`src/rtl/uart_tx_arbiter_if.sv`:
```
// Requester and transmitter handshake bundle shared by uart_tx_arbiter and its environment.
// master = arbiter side, slave = requesters plus transmitter.
interface uart_tx_arbiter_if #(
    parameter int N_REQ     = 4,
    parameter int DATA_WDTH = 8
);
    logic [N_REQ-1:0]           REQ_VALIDi;
    logic [N_REQ*DATA_WDTH-1:0] REQ_DATAi;
    logic [N_REQ-1:0]           REQ_LASTi;
    logic [N_REQ-1:0]           REQ_READYo;
    logic                       TX_READYi;
    logic                       TX_DONEi;
    logic                       TX_STARTo;
    logic [DATA_WDTH-1:0]       TX_DATAo;
    logic [N_REQ-1:0]           GRANTo;
    logic                       BUSYo;
    logic                       ERRo;

    modport master (
        input  REQ_VALIDi, REQ_DATAi, REQ_LASTi, TX_READYi, TX_DONEi,
        output REQ_READYo, TX_STARTo, TX_DATAo, GRANTo, BUSYo, ERRo
    );

    modport slave (
        output REQ_VALIDi, REQ_DATAi, REQ_LASTi, TX_READYi, TX_DONEi,
        input  REQ_READYo, TX_STARTo, TX_DATAo, GRANTo, BUSYo, ERRo
    );
endinterface

```
`src/rtl/uart_tx_arbiter.sv`:
```
// Round-robin arbiter sharing one UART transmitter between N_REQ byte-stream requesters.
// A grant lasts one message (LAST byte or MAX_BURST bytes); each frame is supervised by a timeout.
module uart_tx_arbiter #(
    parameter int N_REQ       = 4,
    parameter int DATA_WDTH   = 8,
    parameter int MAX_BURST   = 16,
    parameter int TIMEOUT_CYC = 2_000_000
) (
    input  logic              CLKip,
    input  logic              RSTi,
    uart_tx_arbiter_if.master bus
);
    localparam int PTR_W = (N_REQ > 1) ? $clog2(N_REQ) : 1;

    localparam logic [1:0] ST_IDLE = 2'd0;
    localparam logic [1:0] ST_SEND = 2'd1;
    localparam logic [1:0] ST_WAIT = 2'd2;

    localparam logic [7:0]  BURST_LIM = 8'(MAX_BURST);
    localparam logic [31:0] TMO_LAST  = 32'(TIMEOUT_CYC - 1);
    localparam bit          TMO_EN    = (TIMEOUT_CYC != 0);

    logic [1:0]           state;
    logic [PTR_W-1:0]     rr_ptr;
    logic [PTR_W-1:0]     owner;
    logic [7:0]           burst_cnt;
    logic                 last_flag;
    logic [31:0]          tmr;
    logic                 tx_start;
    logic [DATA_WDTH-1:0] tx_data;
    logic                 err;

    logic [PTR_W-1:0]     sel_idx;
    logic                 sel_found;
    logic                 own_valid;
    logic                 own_last;
    logic [DATA_WDTH-1:0] own_data;
    logic                 xfer;
    logic [N_REQ-1:0]     ready;
    logic [N_REQ-1:0]     grant;

    function automatic logic [PTR_W-1:0] rr_idx(input logic [PTR_W-1:0] base, input int ofs);
        rr_idx = PTR_W'((int'(base) + ofs) % N_REQ);
    endfunction

    // Search starts just after the last owner, so the releasing owner is tried last.
    always_comb begin
        sel_found = 1'b0;
        sel_idx   = rr_ptr;
        for (int i = 1; i <= N_REQ; i++) begin
            if (!sel_found && bus.REQ_VALIDi[rr_idx(rr_ptr, i)]) begin
                sel_found = 1'b1;
                sel_idx   = rr_idx(rr_ptr, i);
            end
        end
    end

    assign own_valid = bus.REQ_VALIDi[owner];
    assign own_last  = bus.REQ_LASTi[owner];
    assign own_data  = bus.REQ_DATAi[owner*DATA_WDTH +: DATA_WDTH];
    assign xfer      = (state == ST_SEND) && own_valid && bus.TX_READYi;

    always_comb begin
        ready = '0;
        grant = '0;
        if (state == ST_SEND) ready[owner] = bus.TX_READYi;
        if (state != ST_IDLE) grant[owner] = 1'b1;
    end

    always_ff @(posedge CLKip) begin
        if (RSTi) begin
            state     <= ST_IDLE;
            rr_ptr    <= PTR_W'(N_REQ - 1);
            owner     <= '0;
            burst_cnt <= '0;
            last_flag <= 1'b0;
            tmr       <= '0;
            tx_start  <= 1'b0;
            tx_data   <= '0;
            err       <= 1'b0;
        end else begin
            tx_start <= 1'b0;
            err      <= 1'b0;
            case (state)
                ST_IDLE: begin
                    if (sel_found) begin
                        owner     <= sel_idx;
                        burst_cnt <= '0;
                        state     <= ST_SEND;
                    end
                end
                ST_SEND: begin
                    if (xfer) begin
                        tx_data   <= own_data;
                        tx_start  <= 1'b1;
                        last_flag <= own_last;
                        burst_cnt <= burst_cnt + 8'd1;
                        tmr       <= '0;
                        state     <= ST_WAIT;
                    end else if (!own_valid) begin
                        rr_ptr <= owner;
                        state  <= ST_IDLE;
                    end
                end
                ST_WAIT: begin
                    tmr <= tmr + 32'd1;
                    // DONE is checked first so a coincident timeout never raises ERRo.
                    if (bus.TX_DONEi) begin
                        if (last_flag || (burst_cnt == BURST_LIM)) begin
                            rr_ptr <= owner;
                            state  <= ST_IDLE;
                        end else begin
                            state <= ST_SEND;
                        end
                    end else if (TMO_EN && (tmr == TMO_LAST)) begin
                        err    <= 1'b1;
                        rr_ptr <= owner;
                        state  <= ST_IDLE;
                    end
                end
                default: state <= ST_IDLE;
            endcase
        end
    end

    assign bus.REQ_READYo = ready;
    assign bus.GRANTo     = grant;
    assign bus.TX_STARTo  = tx_start;
    assign bus.TX_DATAo   = tx_data;
    assign bus.BUSYo      = (state != ST_IDLE);
    assign bus.ERRo       = err;
endmodule

```
`src/flat_wrapper.sv`:
```
// flat-port wrapper written by rule: the top's interface ports become plain ports
module uart_tx_arbiter_flat 
#(
    parameter int N_REQ       = 4,
    parameter int DATA_WDTH   = 8,
    parameter int MAX_BURST   = 16,
    parameter int TIMEOUT_CYC = 2_000_000
)
  (CLKip, RSTi, bus_REQ_VALIDi, bus_REQ_DATAi, bus_REQ_LASTi, bus_TX_READYi, bus_TX_DONEi, bus_REQ_READYo, bus_TX_STARTo, bus_TX_DATAo, bus_GRANTo, bus_BUSYo, bus_ERRo);
  uart_tx_arbiter_if #(.N_REQ(N_REQ), .DATA_WDTH(DATA_WDTH)) bus_i ();
  input  logic CLKip;
  input  logic RSTi;
  input wire logic [$bits(bus_i.REQ_VALIDi)-1:0] bus_REQ_VALIDi;
  input wire logic [$bits(bus_i.REQ_DATAi)-1:0] bus_REQ_DATAi;
  input wire logic [$bits(bus_i.REQ_LASTi)-1:0] bus_REQ_LASTi;
  input wire logic [$bits(bus_i.TX_READYi)-1:0] bus_TX_READYi;
  input wire logic [$bits(bus_i.TX_DONEi)-1:0] bus_TX_DONEi;
  output wire logic [$bits(bus_i.REQ_READYo)-1:0] bus_REQ_READYo;
  output wire logic [$bits(bus_i.TX_STARTo)-1:0] bus_TX_STARTo;
  output wire logic [$bits(bus_i.TX_DATAo)-1:0] bus_TX_DATAo;
  output wire logic [$bits(bus_i.GRANTo)-1:0] bus_GRANTo;
  output wire logic [$bits(bus_i.BUSYo)-1:0] bus_BUSYo;
  output wire logic [$bits(bus_i.ERRo)-1:0] bus_ERRo;
  assign bus_i.REQ_VALIDi = bus_REQ_VALIDi;
  assign bus_i.REQ_DATAi = bus_REQ_DATAi;
  assign bus_i.REQ_LASTi = bus_REQ_LASTi;
  assign bus_i.TX_READYi = bus_TX_READYi;
  assign bus_i.TX_DONEi = bus_TX_DONEi;
  assign bus_REQ_READYo = bus_i.REQ_READYo;
  assign bus_TX_STARTo = bus_i.TX_STARTo;
  assign bus_TX_DATAo = bus_i.TX_DATAo;
  assign bus_GRANTo = bus_i.GRANTo;
  assign bus_BUSYo = bus_i.BUSYo;
  assign bus_ERRo = bus_i.ERRo;
  uart_tx_arbiter #(.N_REQ(N_REQ), .DATA_WDTH(DATA_WDTH), .MAX_BURST(MAX_BURST), .TIMEOUT_CYC(TIMEOUT_CYC)) u_core (.CLKip(CLKip), .RSTi(RSTi), .bus(bus_i));
endmodule
```
`config.mk`:
```
export PLATFORM = sky130hd
export DESIGN_NAME = uart_tx_arbiter_flat
export DESIGN_NICKNAME = d
export VERILOG_FILES = /design/src/rtl/uart_tx_arbiter_if.sv /design/src/rtl/uart_tx_arbiter.sv /design/src/flat_wrapper.sv
export SDC_FILE = /design/constraint.sdc
export NUM_CORES = 1
export LEC_CHECK = 0
export BUFFER_PORTS_ARGS = -buffer_cell sky130_fd_sc_hd__buf_4
export CORE_UTILIZATION = 52
export DETAILED_ROUTE_END_ITERATION = 16
export GPL_ROUTABILITY_DRIVEN = 1
export MAX_ROUTING_LAYER = met4
export PLACE_DENSITY = 0.76
export SYNTH_ARGS = -nofsm -noshare
export SYNTH_HDL_FRONTEND = slang
export SYNTH_SLANG_ARGS = --single-unit
export TNS_END_PERCENT = 1
```
`constraint.sdc`:
```
create_clock -name CLKip -period 3.14 [get_ports CLKip]
set_clock_uncertainty 0.2 [all_clocks]
set_input_delay 0.157 -clock CLKip [delete_from_list [all_inputs] [get_ports CLKip]]
set_output_delay 0.157 -clock CLKip [all_outputs]
set_load 0.02 [all_outputs]
```
==> out/qor.yml, run 1 <==
setup-violations-final: 0
syn_area_per_cell_um2: 8.47
htree_levels: 3
ys_warn_count: 0
synthesis.nets: 429
grt_pass1_wl_um: 13100
cts_buffers: 9
die_w_um: 80.5
layout-drive-gt1-share: 0.220
fin_crit_sh: 0.827
cts-root-buf: "clkbuf_8"
ys_types: 49
cts_resized: 0
pin_count: 63
rr_endpoint: "u_core.tmr[31]"
routed_wirelength_um: 8080
ys_ff_latch: 57
reg2reg_from: "u_core.state[1]"
hold_slack_ns: 0.0389
fin_util: 0.664
die_area_um2: 6480
drc_errors: 0
synth-edff-count: 0
netlist.top_cell.by_area: "dfxtp_1"
fin_crit_ns: 2.60
nets: 487
rsz0062_at_grt: "false"
cts_setup_buffers: 0
synth_top_area_share: 0.356
synth_area_leaders: "dfxtp_1, mux4_2, nor2_1, nand2_1, xnor2_1"
start_util: 0.541
ctsHoldBuffers: 3
run_status: "complete, no violations"
reg2regPathDepth: 7
dr.pass1.iters: 5
antennaDiodeCount: 0
clk_pin_slew_ns: 0.07
cts_tree: "done"
route.vias.total: 3045
cp-endpoint: "u_core.tmr[31]"
chipHeight_um: 80.5
core-area_um2: 5920
r2r_slack_ns: 0.54
drtAntennaViolNets: 0
grt_max_degree: 30
antenna_found_initial: 0
syn_inst: 378
viasPerCell: 5.90
p_leak_nw: 1.43
crit_path_end_kind: "register"
crit_required_ns: 3.22
maxCapViolCount: 0
hold_viol: 0
synth_area_um2: 3200
dp.final_hpwl_um: 5780
finalMaxSlewViolations: 0
worstMarginPinSlew_ns: 0.797
insertion_delay_ns: 0.35
grt_pass1_vias: 2703
fmaxAchievable_ghz: 0.385
rows: 28
io_buffers: 62
crit_type: "register to register"
clock-sinks: 57
start_kind: "register"
tns_ns: 0
async_flop_share: 0
max_slew_margin: 0.463
wire_per_inst_um: 15.7
grt.total_usage: 0.273
dr.first_iter.drc_count: 250
cp-startpoint: "u_core.state[1]"
grt.overflow.total: 0
crit_arrival_ns: 2.68
areaGrowthSynthToFinish_pct: 22.7
critPathMaxFanout: 11
power_density_nw_per_um2: 486
ctsLongestPathBuffers: 2
globalplace.congestion: 0.860
hold_path.startpoint: "bus_REQ_VALIDi[3]"
peakVddDrop_mv: 0.326
synth_ff_type: "dfxtp_1"
yosysSeqAreaShare: 0.356
nFillCells: 498
min_path_type: "input pin to register"
[critical path, cell delays in order, from the launching register on]
cell	delay [ns]
dfxtp_1	0.33
inv_1	0.08
ha_1	0.33
nand3b_1	0.19
o22a_1	0.36
a2111o_1	0.54
or3_1	0.38
a21oi_1	0.13
[power by group]
group,switching [mW],leakage [nW],internal [mW],total (mW)
Clock,0.296,0.0953,0.385,0.680
Combinational,0.244,0.872,0.199,0.443
Sequential,0.0337,0.461,0.753,0.787
[worst min path at each step]
stage	endpoint	slack [ns]	cells past startpoint
2_1_floorplan	u_core.bus.ERRo	0.15	2
3_3_place_gp	u_core.bus.TX_DATAo[4]	0.24	2
3_5_place_dp	u_core.bus.TX_DATAo[1]	0.25	2
4_1_cts	u_core.owner[1]	0.01	3
5_1_grt	u_core.owner[1]	0.03	3
6_report	u_core.owner[1]	0.04	3
[per-layer routing]
layer / track usage / vias to the layer above / wire length, µm
li1: - / 1505 / -
met5: - / - / 0
met1: 0.365 / 1429 / 3850
met3: 0.0580 / 12 / 482
met4: 0.104 / 0 / 133
met2: 0.403 / 99 / 3620
[Yosys cell counts (2+ instances only)]
master and count:
dfxtp_1 57, nor2_1 44, nand2_1 40, a21oi_1 25, xnor2_1 17, inv_1 16
o21ai_0 12, a2111oi_0 10, a211oi_1 10, clkbuf_1 10, buf_1 9, mux4_2 9
nand3_1 9, nand4_1 9, or4_1 8, ha_1 7, mux2i_1 7, o211ai_1 7
nand2b_1 6, xor2_1 6, or3_1 5, and2_1 4, and4_1 4, nand3b_1 4
nor3_1 4, nor4_1 4, a21o_1 3, buf_2 3, nor4b_1 3, o31ai_1 3
a22oi_1 2, and3_1 2, o2111ai_1 2, o221ai_1 2
[cell families after synthesis]
logic type,Yosys count,synth area share
xor gates and xnor gates,23,0.0629
DFF,57,0.356
AOI/OAI and AO/OA,83,0.175
buffers and inverters,40,0.0508
adders and majority gates,7,0.0273
muxes,16,0.0852
and+or+nand+nor,152,0.243
[state kept, by name, summed over array words and instances, names as in the netlist]
name                  flops
u_core.bus.ERRo           1
u_core.rr_ptr             2
u_core.state              2
u_core.owner              2
u_core.bus.TX_STARTo      1
u_core.burst_cnt          8
u_core.tmr               32
u_core.last_flag          1
u_core.bus.TX_DATAo       8
[final cells by class]
cell class              instances  area (µm²)  area share
flip-flops and latches         57        1140       0.290
well taps                      75        93.8      0.0239
repair buffers                 71         541       0.137
clock buffers                  11         141      0.0360
multi-input cells             281        1900       0.483
inverters                      16        60.1      0.0153
clock inverters                 5        55.1      0.0140
[cells in the final DEF, fill, tap and decap left out, types with 10 or more instances in the layout]
cell / Yosys / routed
buf_4: 0 / 68
a211oi_1: 10 / 10
clkbuf_8: 0 / 10
dfxtp_1: 57 / 57
o21ai_0: 12 / 12
inv_1: 16 / 16
xnor2_1: 17 / 17
nand2_1: 40 / 40
a2111oi_0: 10 / 10
nor2_1: 44 / 44
a21oi_1: 25 / 25
[through the flow]
step	cell area, µm²	power (mW)	worst slack (ns)	instances
global placement	3700	1.23	0.607	497
CTS	3930	1.93	0.557	516
global route	3930	2.00	0.353	516
finish	3930	1.91	0.544	516
floorplan	3200	1.09	0.719	378
detailed placement	3700	1.24	0.563	497
Note: power is estimated with default switching activity, not from simulation.
==> run 2: changes to the inputs <==
Clock period 3.14 ns to 2.5 ns, I/O delays scaled along.
==> run 2 against run 1 <==
Effect of this change:
- critical path depth stayed put
- setup slack worse by 0.45 ns
- clock power is 45% higher
- clock-buffer cell count unchanged
- via count increased by 3.4%
- sequential share of layout area down 1.4 points
- worst hold slack better by 0.016 ns
- final cell count is 4.1% higher
- power is 35% higher
- final area grew 5.2%
==> out/qor.yml, run 2 (synthesis gave the netlist of run 1 again) <==
cts-root-buf: "clkbuf_8"  # unchanged
drc_errors: 0  # unchanged
ctsLongestPathBuffers: 2  # unchanged
fmaxAchievable_ghz: 0.415  # was 0.385 GHz
grt_max_degree: 30  # unchanged
pin_count: 63  # unchanged
start_kind: "register"  # unchanged
layout_commonest_cell: "buf_4"  # unchanged
clock-sinks: 57  # unchanged
antenna_found_initial: 0  # unchanged
viasPerCell: 5.87  # was 5.90
route.vias.total: 3150  # was 3045
cp-startpoint: "u_core.state[1]"  # unchanged
tns_ns: 0  # unchanged
maxCapViolCount: 0  # unchanged
reg2reg_from: "u_core.state[1]"  # unchanged
hold_slack_ns: 0.0548  # was 0.0389 ns
crit_path_end_kind: "register"  # unchanged
p_leak_nw: 1.55  # was 1.43 nW
peakVddDrop_mv: 0.430  # was 0.326 mV
wire_per_inst_um: 15.6  # was 15.7 µm
areaGrowthSynthToFinish_pct: 29.1  # was 22.7%
die_area_um2: 6480  # unchanged
fin_crit_sh: 0.963  # was 0.827
critPathMaxFanout: 9  # was 11
cts_buffers: 9  # unchanged
crit_required_ns: 2.57  # was 3.22 ns
nets: 508  # was 487
start_util: 0.541  # unchanged
globalplace.congestion: 0.892  # was 0.860
antennaDiodeCount: 0  # unchanged
dr.first_iter.drc_count: 179  # was 250
die_w_um: 80.5  # unchanged
core-area_um2: 5920  # unchanged
layout-drive-gt1-share: 0.258  # was 0.220
insertion_delay_ns: 0.33  # was 0.35 ns
dp.final_hpwl_um: 6100  # was 5780 µm
finalMaxSlewViolations: 0  # unchanged
htree_levels: 3  # unchanged
drtAntennaViolNets: 0  # unchanged
grt.total_usage: 0.279  # was 0.273
cts_tree: "done"  # unchanged
hold_viol: 0  # unchanged
hold_path.startpoint: "bus_TX_READYi"  # was bus_REQ_VALIDi[3]
cts_setup_buffers: 0  # unchanged
fin_crit_ns: 2.41  # was 2.60 ns
routed_wirelength_um: 8370  # was 8080 µm
total_power_mw: 2.58  # was 1.91 mW
crit_arrival_ns: 2.48  # was 2.68 ns
run_status: "complete, no violations"  # unchanged
power_density_nw_per_um2: 623  # was 486 nW/µm²
largest_reg_flops: 32  # unchanged
worstMarginPinSlew_ns: 0.626  # was 0.797 ns
grt_pass1_vias: 2970  # was 2703
grt.overflow.total: 0  # unchanged
dpl.cell_count: 516  # was 497
min_path_type: "input pin to register"  # unchanged
setup-violations-final: 0  # unchanged
largest-register: "u_core.tmr"  # unchanged
rsz0062_at_grt: "true"  # was false
io_buffers: 62  # unchanged
dr.pass1.iters: 4  # was 5
crit_type: "register to register"  # unchanged
chipHeight_um: 80.5  # unchanged
grt_pass1_wl_um: 13600  # was 13100 µm
max_slew_margin: 0.572  # was 0.463
rows: 28  # unchanged
final_cell_mix: "buf_4, dfxtp_1, nor2_1, nand2_1, a21oi_1"  # unchanged
instances_no_fill: 537  # was 516
clk_pin_slew_ns: 0.07  # about the same
==> run 2: changes by cell type in the layout (fill, tap and decap cells not counted), sizes merged <==
cell | previous run | this run
dlygate4sd3 | 3 | 5
clkinvlp | 2 | 1
bufinv | 1 | 2
buf | 68 | 87
==> run 2: cell type report <==
type	instances	area [µm²]
Clock buffer	11	151
Multi-Input combinational cell	281	1910
Clock inverter	5	77.6
Sequential cell	57	1140
Timing Repair Buffer	92	703
Tap cell	75	93.8
Inverter	16	60.1
Fill cell	460	1790
==> run 2: worst paths after layout <==
check                                 to  cells past startpoint  slack, ns
hold / removal           u_core.state[0]                      4       0.05
setup / recovery          u_core.tmr[31]                      7       0.09
setup reg to reg          u_core.tmr[31]                      7       0.09
hold reg to reg   u_core.bus.TX_DATAo[5]                      2       0.25
==> run 2: what timing repair did <==
item,CTS,global route
setup endpoints to repair,0,7
resized for setup,0,3
endpoints found under the hold margin,19,0
hold buffers,5,0
==> run 2: power by group <==
part	switching, mW	internal (mW)	total [mW]
logic	0.315	0.291	0.606
clock network	0.373	0.612	0.985
registers	0.0413	0.946	0.987
==> run 2: metrics by stage <==
step,area [µm²],worst slack [ns],util
floorplan,3200,0.0788,-
global placement,3850,0.189,0.650
detailed placement,3850,0.120,0.650
CTS,4130,0.105,0.697
global route,4140,-0.0173,0.698
finish,4140,0.0917,0.698
==> run 2: worst max-delay path, cell delays in order (launching register included) <==
cell	delay, ns
dfxtp_1	0.34
inv_1	0.08
ha_1	0.24
nand3b_1	0.16
o22a_1	0.28
a2111o_1	0.51
or3_1	0.39
a21oi_1	0.14
==> run 2: per-layer routing <==
metal / GRT usage / vias to the layer above / routed length, µm
met5: - / - / 0
met4: 0.104 / 0 / 154
met3: 0.0523 / 17 / 560
met2: 0.447 / 120 / 3840
met1: 0.349 / 1468 / 3820
li1: - / 1545 / -
==> run 3: changes to the inputs <==
Settings changed: CORE_UTILIZATION 52 to 55, PLACE_DENSITY 0.76 to 0.8.
Clock period 2.5 ns to 2.4 ns, I/O delays scaled along.
==> run 3 against run 2 <==
Effect of this change:
- highest routed layer unchanged
- power grew 5.1%
- first-iteration DRC count grew 30%
- die area fell by 5.3%
- critical path type unchanged
- final cell count increased by 1.1%
- global-route usage increased by 2.8 points
- critical endpoint is now u_core.tmr[17]
- sequential power rose by 4%
- worst hold slack better by 0.012 ns
==> out/qor.yml, run 3 (synthesis gave the netlist of run 1 again) <==
switching_share: 0.284  # was 0.283
design_area_um2: 4230  # was 4140 µm²
dpl.cell_count: 520  # was 516
globalplace.congestion: 0.883  # was 0.892
areaGrowthSynthToFinish_pct: 32.1  # was 29.1%
io_buffers: 62  # unchanged
grt_pass1_wl_um: 14200  # was 13600 µm
hold_slack_ns: 0.0671  # was 0.0548 ns
fin_util: 0.759  # was 0.698
wire_per_inst_um: 16.6  # was 15.6 µm
routed_wirelength_um: 9040  # was 8370 µm
grt.total_usage: 0.307  # was 0.279
crit_path_cell_trace: "nand4_1, or4b_1, buf_4, a211oi_1, xnor2_1, nor2_1"  # was inv_1, ha_1, nand3b_1, o22a_1, a2111o_1, or3_1, a21oi_1
p_int_mw: 1.94  # was 1.85 mW
cts_buffers: 9  # unchanged
p_seq_frac: 0.381  # was 0.383
route.vias.total: 3293  # was 3150
clk_pin_slew_ns: 0.07  # about the same
slowest_stage: "or4b_1"  # was a2111o_1
power_density_nw_per_um2: 640  # was 623 nW/µm²
insertion_delay_ns: 0.34  # was 0.33 ns
clock-sinks: 57  # unchanged
die_area_um2: 6130  # was 6480 µm²
reg2reg_from: "u_core.tmr[8]"  # was u_core.state[1]
die_w_um: 78.3  # was 80.5 µm
r2r_slack_ns: 0.07  # was 0.09 ns
largest-register: "u_core.tmr"  # unchanged
crit_path_end_kind: "register"  # unchanged
final_cell_mix: "buf_4, dfxtp_1, nor2_1, nand2_1, a21oi_1"  # unchanged
min_path_type: "input pin to register"  # unchanged
crit_type: "register to register"  # unchanged
rsz0062_at_grt: "true"  # unchanged
layout-drive-gt1-share: 0.280  # was 0.258
hold_path.startpoint: "bus_REQ_DATAi[1]"  # was bus_TX_READYi
fin_crit_ns: 2.33  # was 2.41 ns
nFillCells: 406  # was 460
drc_errors: 0  # unchanged
grt_max_degree: 30  # unchanged
fmaxAchievable_ghz: 0.429  # was 0.415 GHz
dr.pass1.iters: 5  # was 4
p_leak_nw: 1.59  # was 1.55 nW
cts_tree: "done"  # unchanged
cts-root-buf: "clkbuf_8"  # unchanged
cp_slowest_stage_delay_ns: 0.63  # was 0.51 ns
hold_viol: 0  # unchanged
worstMarginPinSlew_ns: 0.674  # was 0.626 ns
max_slew_margin: 0.539  # was 0.572
setup-violations-final: 0  # unchanged
layout_commonest_cell: "buf_4"  # unchanged
dr.first_iter.drc_count: 232  # was 179
htree_levels: 3  # unchanged
p_sw_mw: 0.769  # was 0.729 mW
run_status: "complete, no violations"  # unchanged
crit_required_ns: 2.43  # was 2.57 ns
chipHeight_um: 78.3  # was 80.5 µm
nets: 517  # was 508
antenna_found_initial: 0  # unchanged
start_util: 0.575  # was 0.541
rr_endpoint: "u_core.tmr[17]"  # was u_core.tmr[31]
power_frac_comb: 0.243  # was 0.235
largest_reg_flops: 32  # unchanged
viasPerCell: 6.06  # was 5.87
crit_arrival_ns: 2.36  # was 2.48 ns
worst_path_dominant_cell_family: "simple AND/OR/NAND/NOR gates"  # was compound AO/OA/AOI/OAI gates
instances_no_fill: 543  # was 537
p_clk_frac: 0.376  # was 0.382
drtAntennaViolNets: 0  # unchanged
core-area_um2: 5570  # was 5920 µm²
ctsLongestPathBuffers: 2  # unchanged
worst-path-buf-inv: 1  # unchanged
dpl_cell_area_um2: 3900  # was 3850 µm²
antennaDiodeCount: 0  # unchanged
holdPathStages: 4  # unchanged
whs_endpoint: "u_core.bus.TX_DATAo[1]"  # was u_core.state[0]
fin_crit_sh: 0.971  # was 0.963
rows: 27  # was 28
grt_pass1_vias: 3055  # was 2970
dp.final_hpwl_um: 6440  # was 6100 µm
finalMaxSlewViolations: 0  # unchanged
total_power_mw: 2.71  # was 2.58 mW
pin_count: 63  # unchanged
maxCapViolCount: 0  # unchanged
start_kind: "register"  # unchanged
grt.overflow.total: 0  # unchanged
critPathMaxFanout: 5  # was 9
peakVddDrop_mv: 0.717  # was 0.430 mV
reg2regPathDepth: 6  # was 7
run 3: worst max path at each step:
stage | from | depth (start not counted) | slack, ns | end
finish | u_core.tmr[8] | 6 | 0.07 | u_core.tmr[17]
global route | u_core.state[1] | 7 | -0.05 | u_core.tmr[31]
CTS | u_core.state[0] | 7 | 0.05 | u_core.tmr[22]
detailed placement | u_core.state[0] | 7 | 0.05 | u_core.tmr[22]
global placement | u_core.state[1] | 9 | 0.08 | u_core.tmr[30]
floorplan | u_core.state[1] | 8 | 0.09 | u_core.tmr[16]
run 3: through the flow:
stage                     setup TNS [ns]  worst slack [ns]
after floorplan                        0            0.0886
after global placement                 0            0.0794
after CTS                              0            0.0461
final                                  0            0.0706
after global routing              -0.134           -0.0459
after detailed placement               0            0.0519
run 3: power by group through the flow:
stage	clock (mW)	sequential [mW]	combinational [mW]
4_1_cts	1.04	1.03	0.643
3_3_place_gp	0	1.05	0.610
6_report	1.02	1.03	0.659
3_5_place_dp	0	1.05	0.624
2_1_floorplan	0	1.05	0.377
5_1_grt	1.07	1.04	0.710
run 3: area by class of cell:
type | instances | area (µm²) | share of cell area
sequential | 57 | 1140 | 0.270
tap | 72 | 90.1 | 0.0213
clock buffer | 11 | 151 | 0.0358
multi-input combinational | 282 | 1940 | 0.460
timing repair buffer | 100 | 763 | 0.180
inverter | 16 | 60.1 | 0.0142
clock inverter | 5 | 77.6 | 0.0183
run 3: metal layers:
metal | vias to the layer above | part of all wire | wire length (µm) | global-route usage
met5 | - | 0 | 0 | -
met4 | 0 | 0.011 | 98 | 0.0815
met3 | 11 | 0.076 | 689 | 0.0953
met2 | 124 | 0.48 | 4360 | 0.492
met1 | 1596 | 0.43 | 3890 | 0.376
li1 | 1562 | - | - | -
run 3: repair_timing:
action,CTS,global route
setup buffers,0,1
resized for setup,0,13
hold buffers,5,0
hold endpoints to repair,19,0
endpoints found under the setup margin,0,20
run 3: worst reg2reg max path, stage by stage (launching register included):
cell      delay [ns]
dfxtp_1         0.42
nand4_1         0.19
or4b_1          0.63
buf_4           0.20
a211oi_1        0.35
xnor2_1         0.18
nor2_1          0.06
